--- config.mk ---
export PLATFORM = sky130hd
export DESIGN_NAME = uart_tx_buffered
export DESIGN_NICKNAME = d
export VERILOG_FILES = /design/src/rtl/uart_tx_buffered.sv
export SDC_FILE = /design/constraint.sdc
export NUM_CORES = 1
export LEC_CHECK = 0
export ABC_AREA = 0
export BUFFER_PORTS_ARGS = -buffer_cell sky130_fd_sc_hd__buf_2
export CORE_UTILIZATION = 35
export CTS_CLUSTER_DIAMETER = 80
export CTS_CLUSTER_SIZE = 30
export DETAILED_ROUTE_END_ITERATION = 10
export PLACE_DENSITY = 0.58
export SLEW_MARGIN = 25
export SYNTH_ARGS = -nofsm -noshare
export SYNTH_HDL_FRONTEND = slang
export SYNTH_SLANG_ARGS = --single-unit
--- constraint.sdc ---
create_clock -name clk -period 8 [get_ports clk]
set_clock_uncertainty 0.2 [all_clocks]
set_input_delay 0.8 -clock clk [delete_from_list [all_inputs] [get_ports clk]]
set_output_delay 0.8 -clock clk [all_outputs]
set_load 0.1 [all_outputs]
--- src/rtl/uart_tx_buffered.sv ---
// Buffered 8N1 UART transmitter: small byte FIFO feeding a baud-timed framing FSM.
// Define UART_TX_PARITY_EN to insert an even-parity bit (8E1 frames).
module uart_tx_buffered #(
  parameter int CLKS_PER_BIT = 5208,
  parameter int FIFO_DEPTH   = 4
) (
  input  logic       clk,
  input  logic       rst,
  input  logic       wr_en,
  input  logic [7:0] wr_data,
  output logic       full,
  output logic       empty,
  output logic       overflow,
  output logic       txd,
  output logic       busy,
  output logic       tx_done
);

  localparam int CNT_W = (CLKS_PER_BIT > 1) ? $clog2(CLKS_PER_BIT) : 1;
  localparam int PTR_W = (FIFO_DEPTH > 1) ? $clog2(FIFO_DEPTH) : 1;

  localparam logic [CNT_W-1:0] BAUD_LAST = CNT_W'(CLKS_PER_BIT - 1);
  localparam logic [CNT_W-1:0] BAUD_ONE  = CNT_W'(1);
  localparam logic [PTR_W-1:0] PTR_ONE   = PTR_W'(1);
  localparam logic [PTR_W:0]   CNT_ONE   = (PTR_W + 1)'(1);
  localparam logic [PTR_W:0]   CNT_FULL  = (PTR_W + 1)'(FIFO_DEPTH);

  typedef enum logic [2:0] {
    ST_IDLE,
    ST_START,
    ST_DATA,
`ifdef UART_TX_PARITY_EN
    ST_PARITY,
`endif
    ST_STOP
  } state_t;

  // ---------------------------------------------------------------------------
  // Transmit FIFO
  // ---------------------------------------------------------------------------
  logic [7:0]       mem_q [FIFO_DEPTH];
  logic [PTR_W-1:0] wr_ptr_q, wr_ptr_d;
  logic [PTR_W-1:0] rd_ptr_q, rd_ptr_d;
  logic [PTR_W:0]   count_q, count_d;
  logic             overflow_q, overflow_d;
  logic             push;
  logic             pop;
  logic [7:0]       head_byte;

  assign full      = (count_q == CNT_FULL);
  assign empty     = (count_q == '0);
  assign overflow  = overflow_q;
  assign push      = wr_en && !full;
  assign head_byte = mem_q[rd_ptr_q];

  always_comb begin
    wr_ptr_d   = wr_ptr_q;
    rd_ptr_d   = rd_ptr_q;
    count_d    = count_q;
    overflow_d = overflow_q;

    if (push) begin
      wr_ptr_d = wr_ptr_q + PTR_ONE;
    end
    if (pop) begin
      rd_ptr_d = rd_ptr_q + PTR_ONE;
    end

    case ({push, pop})
      2'b10:   count_d = count_q + CNT_ONE;
      2'b01:   count_d = count_q - CNT_ONE;
      default: count_d = count_q;
    endcase

    // Full is judged before the edge, so a pop in the same cycle does not save the write.
    if (wr_en && full) begin
      overflow_d = 1'b1;
    end
  end

  always_ff @(posedge clk) begin
    if (push) begin
      mem_q[wr_ptr_q] <= wr_data;
    end
  end

  always_ff @(posedge clk or negedge rst) begin
    if (!rst) begin
      wr_ptr_q   <= '0;
      rd_ptr_q   <= '0;
      count_q    <= '0;
      overflow_q <= 1'b0;
    end else begin
      wr_ptr_q   <= wr_ptr_d;
      rd_ptr_q   <= rd_ptr_d;
      count_q    <= count_d;
      overflow_q <= overflow_d;
    end
  end

  // ---------------------------------------------------------------------------
  // Framing FSM and baud timing
  // ---------------------------------------------------------------------------
  state_t           state_q, state_d;
  logic [CNT_W-1:0] baud_q, baud_d;
  logic [2:0]       bit_idx_q, bit_idx_d;
  logic [7:0]       shift_q, shift_d;
  logic             txd_q, txd_d;
  logic             baud_last;
`ifdef UART_TX_PARITY_EN
  logic             parity_q, parity_d;
`endif

  assign baud_last = (baud_q == BAUD_LAST);
  assign txd       = txd_q;
  assign busy      = (state_q != ST_IDLE);
  assign tx_done   = (state_q == ST_STOP) && baud_last;

  always_comb begin
    state_d   = state_q;
    baud_d    = baud_last ? '0 : baud_q + BAUD_ONE;
    bit_idx_d = bit_idx_q;
    shift_d   = shift_q;
    pop       = 1'b0;
`ifdef UART_TX_PARITY_EN
    parity_d  = parity_q;
`endif

    case (state_q)
      ST_IDLE: begin
        baud_d = '0;
        if (!empty) begin
          pop       = 1'b1;
          shift_d   = head_byte;
          bit_idx_d = '0;
          state_d   = ST_START;
`ifdef UART_TX_PARITY_EN
          parity_d  = ^head_byte;
`endif
        end
      end

      ST_START: begin
        if (baud_last) begin
          state_d = ST_DATA;
        end
      end

      ST_DATA: begin
        if (baud_last) begin
          if (bit_idx_q == 3'd7) begin
`ifdef UART_TX_PARITY_EN
            state_d = ST_PARITY;
`else
            state_d = ST_STOP;
`endif
          end else begin
            shift_d   = {1'b0, shift_q[7:1]};
            bit_idx_d = bit_idx_q + 3'd1;
          end
        end
      end

`ifdef UART_TX_PARITY_EN
      ST_PARITY: begin
        if (baud_last) begin
          state_d = ST_STOP;
        end
      end
`endif

      ST_STOP: begin
        if (baud_last) begin
          // Chain straight into the next start bit when more data is waiting.
          if (!empty) begin
            pop       = 1'b1;
            shift_d   = head_byte;
            bit_idx_d = '0;
            baud_d    = '0;
            state_d   = ST_START;
`ifdef UART_TX_PARITY_EN
            parity_d  = ^head_byte;
`endif
          end else begin
            state_d = ST_IDLE;
          end
        end
      end

      default: begin
        state_d = ST_IDLE;
        baud_d  = '0;
      end
    endcase

    // The line level follows the state being entered so txd changes on the same edge.
    case (state_d)
      ST_START:  txd_d = 1'b0;
      ST_DATA:   txd_d = shift_d[0];
`ifdef UART_TX_PARITY_EN
      ST_PARITY: txd_d = parity_d;
`endif
      default:   txd_d = 1'b1;
    endcase
  end

  always_ff @(posedge clk or negedge rst) begin
    if (!rst) begin
      state_q   <= ST_IDLE;
      baud_q    <= '0;
      bit_idx_q <= '0;
      shift_q   <= '0;
      txd_q     <= 1'b1;
`ifdef UART_TX_PARITY_EN
      parity_q  <= 1'b0;
`endif
    end else begin
      state_q   <= state_d;
      baud_q    <= baud_d;
      bit_idx_q <= bit_idx_d;
      shift_q   <= shift_d;
      txd_q     <= txd_d;
`ifdef UART_TX_PARITY_EN
      parity_q  <= parity_d;
`endif
    end
  end

endmodule
* Yosys cells after proc, flatten, opt, wreduce, memory -nomap -nowiden
Memories as Yosys holds them, arrays and structs flattened. Cells that the tools add are included.
Storage, ports and cells: flip-flop bits (word level) 36, RAM bits 32, input bits 11, output and inout bits 6, word-level logic and storage cells 69, memories 1
Memories:
- mem_q | depth 4, bits a word 8, rd ports 1, clocked after memory_dff 0, wr ports 1, line 41 | logic [7:0] mem_q [FIFO_DEPTH];
Operators by class: $add $sub $neg 6, eq/ne operators 13, multiplexer cells 28, reductions and logical operators 11
Operators with widths (count):
- $mux W13 | 3
- $mux W8 | 4
- $mux W3 | 9
- $pmux W13 S2 | 1
- $pmux W8 S3 | 1
- $add A13 B1 Y13 const B | 1
- $eq A13 B13 Y1 const B | 1
- $pmux W3 S4 | 1
- $eq A3 B2 Y1 const B | 3
- $pmux W3 S3 | 1
- $add A3 B1 Y3 const B | 2
- $eq A3 B1 Y1 const B | 2
- $eq A3 B3 Y1 const B | 2
- $logic_not A3 Y1 | 2
- $ne A2 B2 Y1 const B | 3
- $pmux W3 S2 | 1
- $reduce_bool A3 Y1 | 2
- $mux W1 | 5
- $add A2 B1 Y2 const B | 2
- $pmux W1 S2 | 2
- $reduce_and A4 Y1 | 1
- $logic_and A1 B1 Y1 | 3
- $sub A3 B1 Y3 const B | 1
- $eq A2 B1 Y1 const B | 1
- 4 further kinds | 4

* Logic depth before layout (Yosys ltp)
Gate-level depths: netlist (run 1).
depth after elaboration 6, gate-level depth with buffers 11, gate-level depth less buffers 11

* Worst setup path after synthesis (run 1)
Ideal clock, no wire load.
path type register to register, start register count_q[0], end register count_q[2], library setup time 0.125 ns, arrival time 4.057 ns, data required time 7.675 ns, setup slack 3.618 ns, cell stages (with the launch flop) 11, path buffers 0, clock period less this slack 4.382 ns, cells stage by stage dfrtp_1 > nor3_1 > inv_1 > o211ai_1 > inv_1 > ha_1 > inv_1 > fa_1 > xor2_1 > nor2_1 > xor2_1
On the way: word-level cells in the longest chain between the ends 6, elaborated cells between the ends (all ways) 13, those cells by class add/sub: 2; eq/ne: 3; mux: 4; reduce/logical: 4
Ends and longest elaborated chain:
- from (decl) | line 44 | logic [PTR_W:0] count_q, count_d;
- from (signal assigned) | line 96 | count_q <= count_d;
- $logic_not A3 Y1 (*) | line 51 | assign empty = (count_q == '0);
- net empty | line 12 | output logic empty,
- $mux W1 (*) | line 132, 175
- $mux W1 | line 173 | if (baud_last) begin
- $pmux W1 S2 (*) | line 129 | case (state_q)
- net pop | line 47 | logic pop;
- $eq A2 B1 Y1 / $eq A2 B2 Y1 (equally long branches) | line 69 | case ({push, pop})
- $pmux W3 S2 / $reduce_bool A2 Y1 (equally long branches)
Mark *: on every way through the listed nets, which the timed path passes. The rest lies on a longest branch. A chain may end at the register's enable or synchronous reset.

* Worst setup path in the final report (run 1)
start register baud_q[8], end output tx_done
On the way: word-level cells in the longest chain between the ends 2
Ends and longest elaborated chain:
- from (decl) | line 105 | logic [CNT_W-1:0] baud_q, baud_d;
- from (signal assigned) | line 219 | baud_q <= baud_d;
- $eq A13 B13 Y1 | line 114 | assign baud_last = (baud_q == BAUD_LAST);
- $logic_and A1 B1 Y1 | line 117 | assign tx_done = (state_q == ST_STOP) && baud_last;
- to (decl) | line 16 | output logic tx_done
Every way passes these cells.

==> results.py, run 1 <==
metrics = {
    "yosys": {
        "synth_top_cells_by_area": "edfxtp_1, dfrtp_1, mux4_2, ha_1, xor2_1",
        "synthesis.area_um2": 3090,
        "synth_cell_types": 48,
        "syn-instance-count": 229,
        "yosys.area_share.simple": 0.136,
        "synthXorXnorAreaFrac": 0.0482,
        "synth_edf_count": 32,
        "yosys_warnings": 0,
        "synth_top_family_by_area": "simple AND/OR/NAND/NOR gates",
        "async_flop_share": 0.529,
        "synth_nets": 249,
        "yosys.area.top_type": "edfxtp_1",
        "synth-compound-area-share": 0.0676,
        "ys_seq_area_frac": 0.603,
        "syn_area_per_cell_um2": 13.5,
        "synth_top_area_share": 0.311,
        "synth_seq_cells": 68,
        "synth_fa_ha_area_frac": 0.0389,
        "ys.flop_type": "dfrtp_1",
        "synthMuxAreaShare": 0.0688,
    },
    "critical_path": {
        "slowest_stage": "or4b_4",
        "crit_top_cell": "nor3_1",
        "slowest_delay_ns": 0.59,
        "crit_type": "reg2out",
        "startpoint_type": "flip-flop",
        "worstSetupEndpointType": "output pin",
        "worst-endpoint-arrival_ns": 2.35,
        "crit_required_ns": 7.00,
        "path_cells": "or4b_4 > nor3_1 > nand2_1 > nor3_1 > buf_2",
        "crit_path_max_fanout": 6,
    },
    "sta": {
        "tns_ns": 0,
        "max-slew-margin-rel": 0.469,
        "setup_viol": 0,
        "rsz0062_at_grt": "no",
        "fmax_ghz": 0.299,
        "period_needed_ns": 3.35,
        "hold_viol": 0,
        "worstMarginPinSlew_ns": 0.796,
        "finalCritPeriodShare": 0.418,
        "drv_slew": 0,
    },
    "final_layout": {
        "layout_common_cells": "dfrtp_1, edfxtp_1, nor2_1",
        "postLayoutCoreUtil": 0.412,
        "drive_above_1_share": 0.213,
        "num_antenna_cells": 0,
        "fin_nets": 269,
        "final_common_cell": "dfrtp_1",
        "areaGrowthSynthToFinish_pct": 11.6,
    },
    "die": {
        "die_x_um": 96.0,
        "die_area_um2": 9210,
        "rows": 33,
        "core-area_um2": 8380,
        "io_pins": 17,
        "initial_core_util": 0.369,
        "die_h_um": 96.0,
    },
    "power": {
        "pwr-share-seq": 0.465,
        "combPwrFrac": 0.270,
        "p_leak_uw": 0.00136,
        "peakVddDrop_v": 0.000218,
        "p_clk_frac": 0.265,
        "intPower_uw": 715,
        "swShare": 0.343,
        "p_sw_uw": 373,
        "p_per_area_nw_per_um2": 315,
    },
    "detailed_routing": {
        "drtAntennaViolNets": 0,
        "dr_wl_met2_um": 2460,
        "wl_met3_um": 146,
        "route.top_layer_used": "met4",
        "firstDrtPassIters": 4,
        "vias": 1756,
        "wl_per_cell_um": 14.5,
        "drc": 0,
        "routed_wl_um": 5210,
        "drtIter0Drc": 50,
        "vias_per_cell": 4.89,
        "wl_met1_um": 2530,
    },
    "place": {
        "gp_congestion": 0.775,
        "portBuffers": 16,
        "place_hpwl_um": 3520,
    },
    "cts": {
        "ctsLongestPathBuffers": 2,
        "clkSinkCount": 68,
        "postCtsHoldBufs": 0,
        "cts_tree": "yes",
        "clk_latency_ns": 0.33,
        "clk_pin_slew_ns": 0.08,
        "cts_buffers": 9,
        "root_buffer": "clkbuf_8",
        "cts_resized": 0,
        "post_cts_buffers": 0,
        "htree_num_levels": 3,
    },
    "outcome": {
        "outcome": "finished clean",
    },
    "global_routing": {
        "grt_pass1_vias": 1733,
        "grt_pass1_wl_um": 8520,
        "grt_max_degree": 37,
        "grt_overflow": 0,
        "grt_antenna_before_repair": 0,
        "grtUsageTotal": 0.126,
    },
    "hold_path": {
        "hp-class": "reg2reg",
    },
    "flow_run": {
        "max_cap_violations": 0,
    },
}
==> area by class of cell <==
class | instances | area [um2]
Multi-Input combinational cell | 140 | 1120
Fill cell | 794 | 4930
Tap cell | 105 | 131
Clock inverter | 7 | 80.1
Clock buffer | 9 | 124
Inverter | 13 | 48.8
Timing Repair Buffer | 17 | 87.6
Sequential cell | 68 | 1860
==> state kept, by name (all words and copies together) (netlist names) <==
register	flops
wr_ptr_q	2
state_q	3
txd	1
mem_q	32
bit_idx_q	3
shift_q	8
rd_ptr_q	2
overflow	1
count_q	3
baud_q	13
==> Yosys cell counts, types with 2 or more instances <==
| cell | instances |
|---|---|
| xor2_1 | 10 |
| ha_1 | 8 |
| nand3_1 | 6 |
| nor2b_1 | 7 |
| xnor2_1 | 7 |
| inv_1 | 13 |
| mux4_2 | 8 |
| and3_1 | 4 |
| a22o_1 | 2 |
| a21oi_1 | 2 |
| nor2_1 | 21 |
| buf_2 | 2 |
| and2_1 | 5 |
| o211ai_1 | 3 |
| clkbuf_8 | 2 |
| a221o_1 | 6 |
| a31oi_1 | 2 |
| nor3_2 | 3 |
| o31ai_1 | 2 |
| nand2_1 | 12 |
| clkbuf_1 | 2 |
| nor3_1 | 7 |
| edfxtp_1 | 32 |
| dfrtp_1 | 35 |
| mux2_2 | 2 |
| o21ai_0 | 4 |
==> power by group through the flow <==
stage                     sequential (uW)  clock (uW)  combinational, uW
after floorplan                       506           0                241
after global placement                513           0                294
after detailed placement              515           0                299
after CTS                             509         297                299
after global routing                  518         308                322
final                                 506         288                294
==> metrics by stage <==
| step | total power [uW] | instances | instance area (um2) | setup slack [ns] | hold slack, ns |
|---|---|---|---|---|---|
| finish | 1090 | 359 | 3450 | 4.65 | 0.258 |
| floorplan | 747 | 229 | 3090 | 3.62 | 0.255 |
| global placement | 808 | 342 | 3240 | 4.99 | 0.234 |
| detailed placement | 814 | 342 | 3240 | 4.88 | 0.251 |
| CTS | 1110 | 358 | 3440 | 4.65 | 0.270 |
| global route | 1150 | 359 | 3450 | 4.55 | 0.279 |
==> cells by family after synthesis <==
group	count (synthesis)
compound gates	26
other cells	1
mux	11
buf+inv	21
fa+ha+maj	9
simple gates	76
flops	68
xor+xnor	17
==> path summary, 6_finish.rpt <==
path | start | endpoint | slack [ns] | cells past startpoint
setup reg to reg | baud_q[8] | count_q[2] | 4.89 | 10
min in group asynchronous | rst | bit_idx_q[0] | 0.34 | 1
max in group asynchronous | rst | overflow | 6.74 | 1
hold / removal | overflow | overflow | 0.26 | 1
setup / recovery | baud_q[8] | tx_done | 4.65 | 5
hold reg to reg | overflow | overflow | 0.26 | 1
==> routing by layer <==
metal / GRT usage / up-vias
li1: - / 864
met1: 0.168 / 860
met2: 0.194 / 24
met3: 0.0324 / 8
met4: 0.0510 / 0
met5: 0 / -
==> critical path: cells and delay by family, from the launching register on <==
family | cells | cell delay [ns]
AND/OR/NAND/NOR | 4 | 1.14
buffers and inverters | 1 | 0.47
flip-flops | 1 | 0.41
Note: power is estimated with default switching activity, not from simulation.
==> inputs of run 2 (changes only) <==
==> constraint.sdc (replaced) <==
create_clock -name clk -period 3.38 [get_ports clk]
set_clock_uncertainty 0.2 [all_clocks]
set_input_delay 0.338 -clock clk [delete_from_list [all_inputs] [get_ports clk]]
set_output_delay 0.338 -clock clk [all_outputs]
set_load 0.1 [all_outputs]
==> results.py, run 2 (synthesized netlist as in run 1, its figures left out) <==
metrics = {
    "final_layout": {
        "drive_above_1_share": 0.217,
        "num_antenna_cells": 0,
        "largest_reg_flops": 32,
        "fillers": 761,
        "final_common_cell": "dfrtp_1",
        "postLayoutCoreUtil": 0.423,
        "seqCellArea_um2": 1860,
        "fin_nets": 278,
        "multi_input_area_um2": 1130,
        "final_cells": 368,
        "regMostFlops": "mem_q",
        "reg_top3": "mem_q (32), baud_q (13), shift_q (8)",
        "areaGrowthSynthToFinish_pct": 14.8,
        "layout_common_cells": "dfrtp_1, edfxtp_1, nor2_1",
    },
    "detailed_routing": {
        "drtAntennaViolNets": 0,
        "wl_per_cell_um": 13.9,
        "firstDrtPassIters": 4,
        "drtIter0Drc": 57,
        "routed_wl_um": 5100,
        "drc": 0,
        "vias_per_cell": 4.88,
        "vias": 1794,
    },
    "place": {
        "place_hpwl_um": 3480,
        "dp.cells": 343,
        "dp_slack_ns": 0.511,
        "gp_congestion": 0.768,
        "portBuffers": 16,
    },
    "sta": {
        "setup_ws_ns": 0.487,
        "finalCritPeriodShare": 0.856,
        "fmax_ghz": 0.346,
        "max-slew-margin-rel": 0.458,
        "tns_ns": 0,
        "hold_viol": 0,
        "setup_viol": 0,
        "rsz0062_at_grt": "no",
        "period_needed_ns": 2.89,
        "drv_slew": 0,
        "worstMarginPinSlew_ns": 0.813,
    },
    "global_routing": {
        "grtUsageTotal": 0.131,
        "use_met3": 0.0332,
        "use_met1": 0.166,
        "grt_pass1_vias": 1786,
        "grt_pass1_wl_um": 8740,
        "grt_antenna_before_repair": 0,
        "top_usage_layer": "met2",
        "grt_max_degree": 37,
        "grt_overflow": 0,
        "gr-usage-met2": 0.207,
    },
    "die": {
        "die_x_um": 96.0,
        "rows": 33,
        "die_h_um": 96.0,
        "initial_core_util": 0.369,
        "die_area_um2": 9210,
        "core-area_um2": 8380,
        "io_pins": 17,
    },
    "critical_path": {
        "crit_required_ns": 3.45,
        "worstPathBufferInverterCount": 2,
        "worst-endpoint-arrival_ns": 2.96,
        "ff2ff_setup_slack_ns": 0.49,
        "critPathTopFamily": "simple AND/OR/NAND/NOR gates",
        "ff2ff_path_depth": 10,
        "crit_path_max_fanout": 6,
        "worstSetupEndpointType": "flip-flop",
        "slowest_delay_ns": 0.60,
        "reg2reg_from": "baud_q[8]",
        "timing.rr.end": "count_q[2]",
        "startpoint_type": "flip-flop",
        "slowest_stage": "or4b_4",
        "crit_type": "reg2reg",
        "path_cells": "or4b_4 > nor4_2 > o211ai_1 > inv_1 > ha_1 > inv_1 > fa_1 > xor2_1 > nor2_1 > xor2_1",
    },
    "hold_path": {
        "holdPathEnd": "mem_q[2][2]",
        "hp-class": "in2reg",
        "hold_path.startpoint": "wr_data[2]",
        "hold_depth": 1,
    },
    "outcome": {
        "outcome": "finished clean",
    },
    "flow_run": {
        "max_cap_violations": 0,
    },
    "cts": {
        "clkSinkCount": 68,
        "htree_num_levels": 3,
        "root_buffer": "clkbuf_8",
        "cts_buffers": 9,
        "clk_pin_slew_ns": 0.08,
        "cts_resized": 0,
        "ctsLongestPathBuffers": 2,
        "clk_latency_ns": 0.34,
        "cts_tree": "yes",
    },
    "power": {
        "power_uw": 2590,
        "p_per_area_nw_per_um2": 729,
        "p_leak_uw": 0.00140,
        "peakVddDrop_v": 0.000409,
    },
}
-- run 2: cell types whose count changed in the layout (fill, tap and decap cells not counted) --
cell,delta
buf_4,+2
nor3_2,+2
clkbuf_4,-1
clkinv_4,+2
clkinvlp_4,-1
dlygate4sd3_1,+8
inv_6,-1
nor3_1,-2
-- run 2: cell type report --
type,count,area share
clock inverters,7,0.0229
repair buffers,26,0.0493
flip-flops and latches,68,0.525
clock buffers,9,0.0349
inverters,13,0.0137
multi-input cells,140,0.317
well taps,105,0.0370
-- run 2: power breakdown --
| group | internal [uW] | switching (uW) |
|---|---|---|
| logic | 296 | 407 |
| registers | 1060 | 144 |
| clock network | 351 | 333 |
-- run 2: worst max path at each step --
stage / from / end / cells past startpoint
2_1_floorplan: count_q[0] / count_q[2] / 10
3_3_place_gp: baud_q[8] / count_q[2] / 10
3_5_place_dp: baud_q[8] / count_q[2] / 10
4_1_cts: baud_q[8] / count_q[2] / 10
5_1_grt: baud_q[8] / count_q[2] / 10
6_report: baud_q[8] / count_q[2] / 10
-- run 2: through the flow --
stage	hold slack (ns)	cell area [um2]
6_report	0.0186	3550
3_3_place_gp	0.234	3260
5_1_grt	0.00359	3550
2_1_floorplan	-0.158	3100
3_5_place_dp	0.243	3260
4_1_cts	0.00451	3540
-- run 2: per-layer routing --
layer	routed length (um)	vias up	share of wire
li1	-	885	-
met1	2420	881	0.47
met2	2450	20	0.48
met3	118	8	0.023
met4	112	0	0.022
met5	0	-	0
-- run 2: what timing repair did --
item	4_1_cts	5_1_grt
endpoints found under the hold margin	56	0
buffers inserted	0	0
hold buffers	8	0
==> inputs of run 3 (changes only) <==
--- a/config.mk
+++ b/config.mk
@@ -11,7 +11,6 @@
 export CTS_CLUSTER_DIAMETER = 80
 export CTS_CLUSTER_SIZE = 30
 export DETAILED_ROUTE_END_ITERATION = 10
-export PLACE_DENSITY = 0.58
 export SLEW_MARGIN = 25
 export SYNTH_ARGS = -nofsm -noshare
 export SYNTH_HDL_FRONTEND = slang
==> results.py, run 3 (synthesized netlist as in run 1, its figures left out) <==
metrics = {
    "outcome": {
        "outcome": "finished clean",
    },
    "power": {
        "p_leak_uw": 0.00142,
        "p_per_area_nw_per_um2": 740,
        "peakVddDrop_v": 0.000329,
    },
    "critical_path": {
        "critPathLaunch": "baud_q[8]",
        "timing.rr.end": "count_q[2]",
        "worstSetupEndpoint": "count_q[2]",
        "crit_path_max_fanout": 6,
        "reg2reg_from": "baud_q[8]",
        "worstSetupEndpointType": "flip-flop",
        "ff2ff_path_depth": 10,
        "worst-endpoint-arrival_ns": 2.97,
        "ff2ff_setup_slack_ns": 0.48,
        "crit_type": "reg2reg",
        "startpoint_type": "flip-flop",
        "crit_required_ns": 3.45,
    },
    "final_layout": {
        "multi_input_area_um2": 1130,
        "fillers": 779,
        "reg_top3": "mem_q (32), baud_q (13), shift_q (8)",
        "seqCellArea_um2": 1860,
        "largest_reg_flops": 32,
        "design_area_um2": 3580,
        "areaGrowthSynthToFinish_pct": 15.7,
        "regMostFlops": "mem_q",
        "layout_common_cells": "dfrtp_1, edfxtp_1, nor2_1",
        "final_cells": 369,
        "fin_nets": 279,
        "num_antenna_cells": 0,
        "final_common_cell": "dfrtp_1",
        "drive_above_1_share": 0.216,
    },
    "hold_path": {
        "hp-class": "in2reg",
        "hold_path.startpoint": "wr_data[0]",
    },
    "place": {
        "place_hpwl_um": 3470,
        "gp_congestion": 0.765,
        "dp.cells": 343,
        "place_area_um2": 3260,
        "portBuffers": 16,
    },
    "detailed_routing": {
        "firstDrtPassIters": 4,
        "vias": 1811,
        "vias_per_cell": 4.91,
        "wl_per_cell_um": 14.2,
        "drtAntennaViolNets": 0,
        "drtIter0Drc": 81,
        "drc": 0,
        "routed_wl_um": 5240,
    },
    "global_routing": {
        "grt_antenna_before_repair": 0,
        "grt_max_degree": 37,
        "grt_overflow": 0,
        "grt_pass1_vias": 1859,
        "grt_pass1_wl_um": 8930,
        "grtUsageTotal": 0.133,
    },
    "die": {
        "core-area_um2": 8380,
        "rows": 33,
        "die_area_um2": 9210,
        "die_x_um": 96.0,
        "die_h_um": 96.0,
        "initial_core_util": 0.369,
        "io_pins": 17,
    },
    "flow_run": {
        "max_cap_violations": 0,
    },
    "cts": {
        "root_buffer": "clkbuf_8",
        "clkSinkCount": 68,
        "ctsLongestPathBuffers": 2,
        "cts_tree": "yes",
        "clk_pin_slew_ns": 0.08,
        "htree_num_levels": 3,
        "clk_latency_ns": 0.35,
        "cts_buffers": 9,
        "post_cts_buffers": 0,
    },
    "sta": {
        "worstMarginPinSlew_ns": 0.828,
        "rsz0062_at_grt": "no",
        "hold_viol": 0,
        "setup_viol": 0,
        "finalCritPeriodShare": 0.859,
        "period_needed_ns": 2.90,
        "max-slew-margin-rel": 0.448,
        "whs_ns": 0.0263,
        "fmax_ghz": 0.345,
        "drv_slew": 0,
        "tns_ns": 0,
    },
}
[run 3: cell types whose count changed in the layout (fill, tap and decap cells not counted), sizes merged]
cell,delta
bufinv,+1
clkinv,+1
dlygate4sd3,+1
inv,-2
[run 3: worst min-delay path by stage]
stage	to	slack, ns	cells past startpoint
floorplan	baud_q[0]	-0.16	0
detailed placement	overflow	0.25	1
finish	mem_q[2][0]	0.03	1
CTS	mem_q[2][0]	0.003	1
global route	mem_q[3][0]	0.004	1
global placement	overflow	0.24	1
[run 3: timing repair]
item                      CTS  global route
hold endpoints to repair   61             0
resized for setup           0             0
hold buffers                9             0
[run 3: area by class of cell]
class / instances / share of cell area
repair buffers: 27 / 0.0518
clock buffers: 9 / 0.0346
flip-flops and latches: 68 / 0.521
inverters: 13 / 0.0136
well taps: 105 / 0.0367
multi-input cells: 140 / 0.315
clock inverters: 7 / 0.0276
[run 3: layer usage]
layer / vias to the layer above / GRT usage / wire [um]
met5: - / 0 / 0
met4: 0 / 0.0485 / 71
met3: 7 / 0.0482 / 156
met2: 22 / 0.211 / 2500
met1: 900 / 0.165 / 2510
li1: 882 / - / -
[run 3: worst max-delay path, cell delays in order (launching register included)]
cell      delay, ns
dfrtp_1        0.41
or4b_4         0.59
nor4_2         0.37
o211ai_1       0.16
inv_1          0.08
ha_1           0.16
inv_1          0.06
fa_1           0.37
xor2_1         0.15
nor2_1         0.11
xor2_1         0.17
[run 3: through the flow]
| stage | setup WS [ns] | utilization | total power, uW |
|---|---|---|---|
| 2_1_floorplan | 0.0167 | - | 1770 |
| 3_3_place_gp | 0.569 | 0.389 | 1910 |
| 3_5_place_dp | 0.488 | 0.389 | 1930 |
| 4_1_cts | 0.452 | 0.426 | 2690 |
| 5_1_grt | 0.281 | 0.427 | 2810 |
| 6_report | 0.477 | 0.427 | 2650 |
[run 3: power by group]
part           switching [uW]  internal, uW  total [uW]
combinational             411           296         707
sequential                143          1060        1200
clock                     320           419         739
total                     874          1770        2650
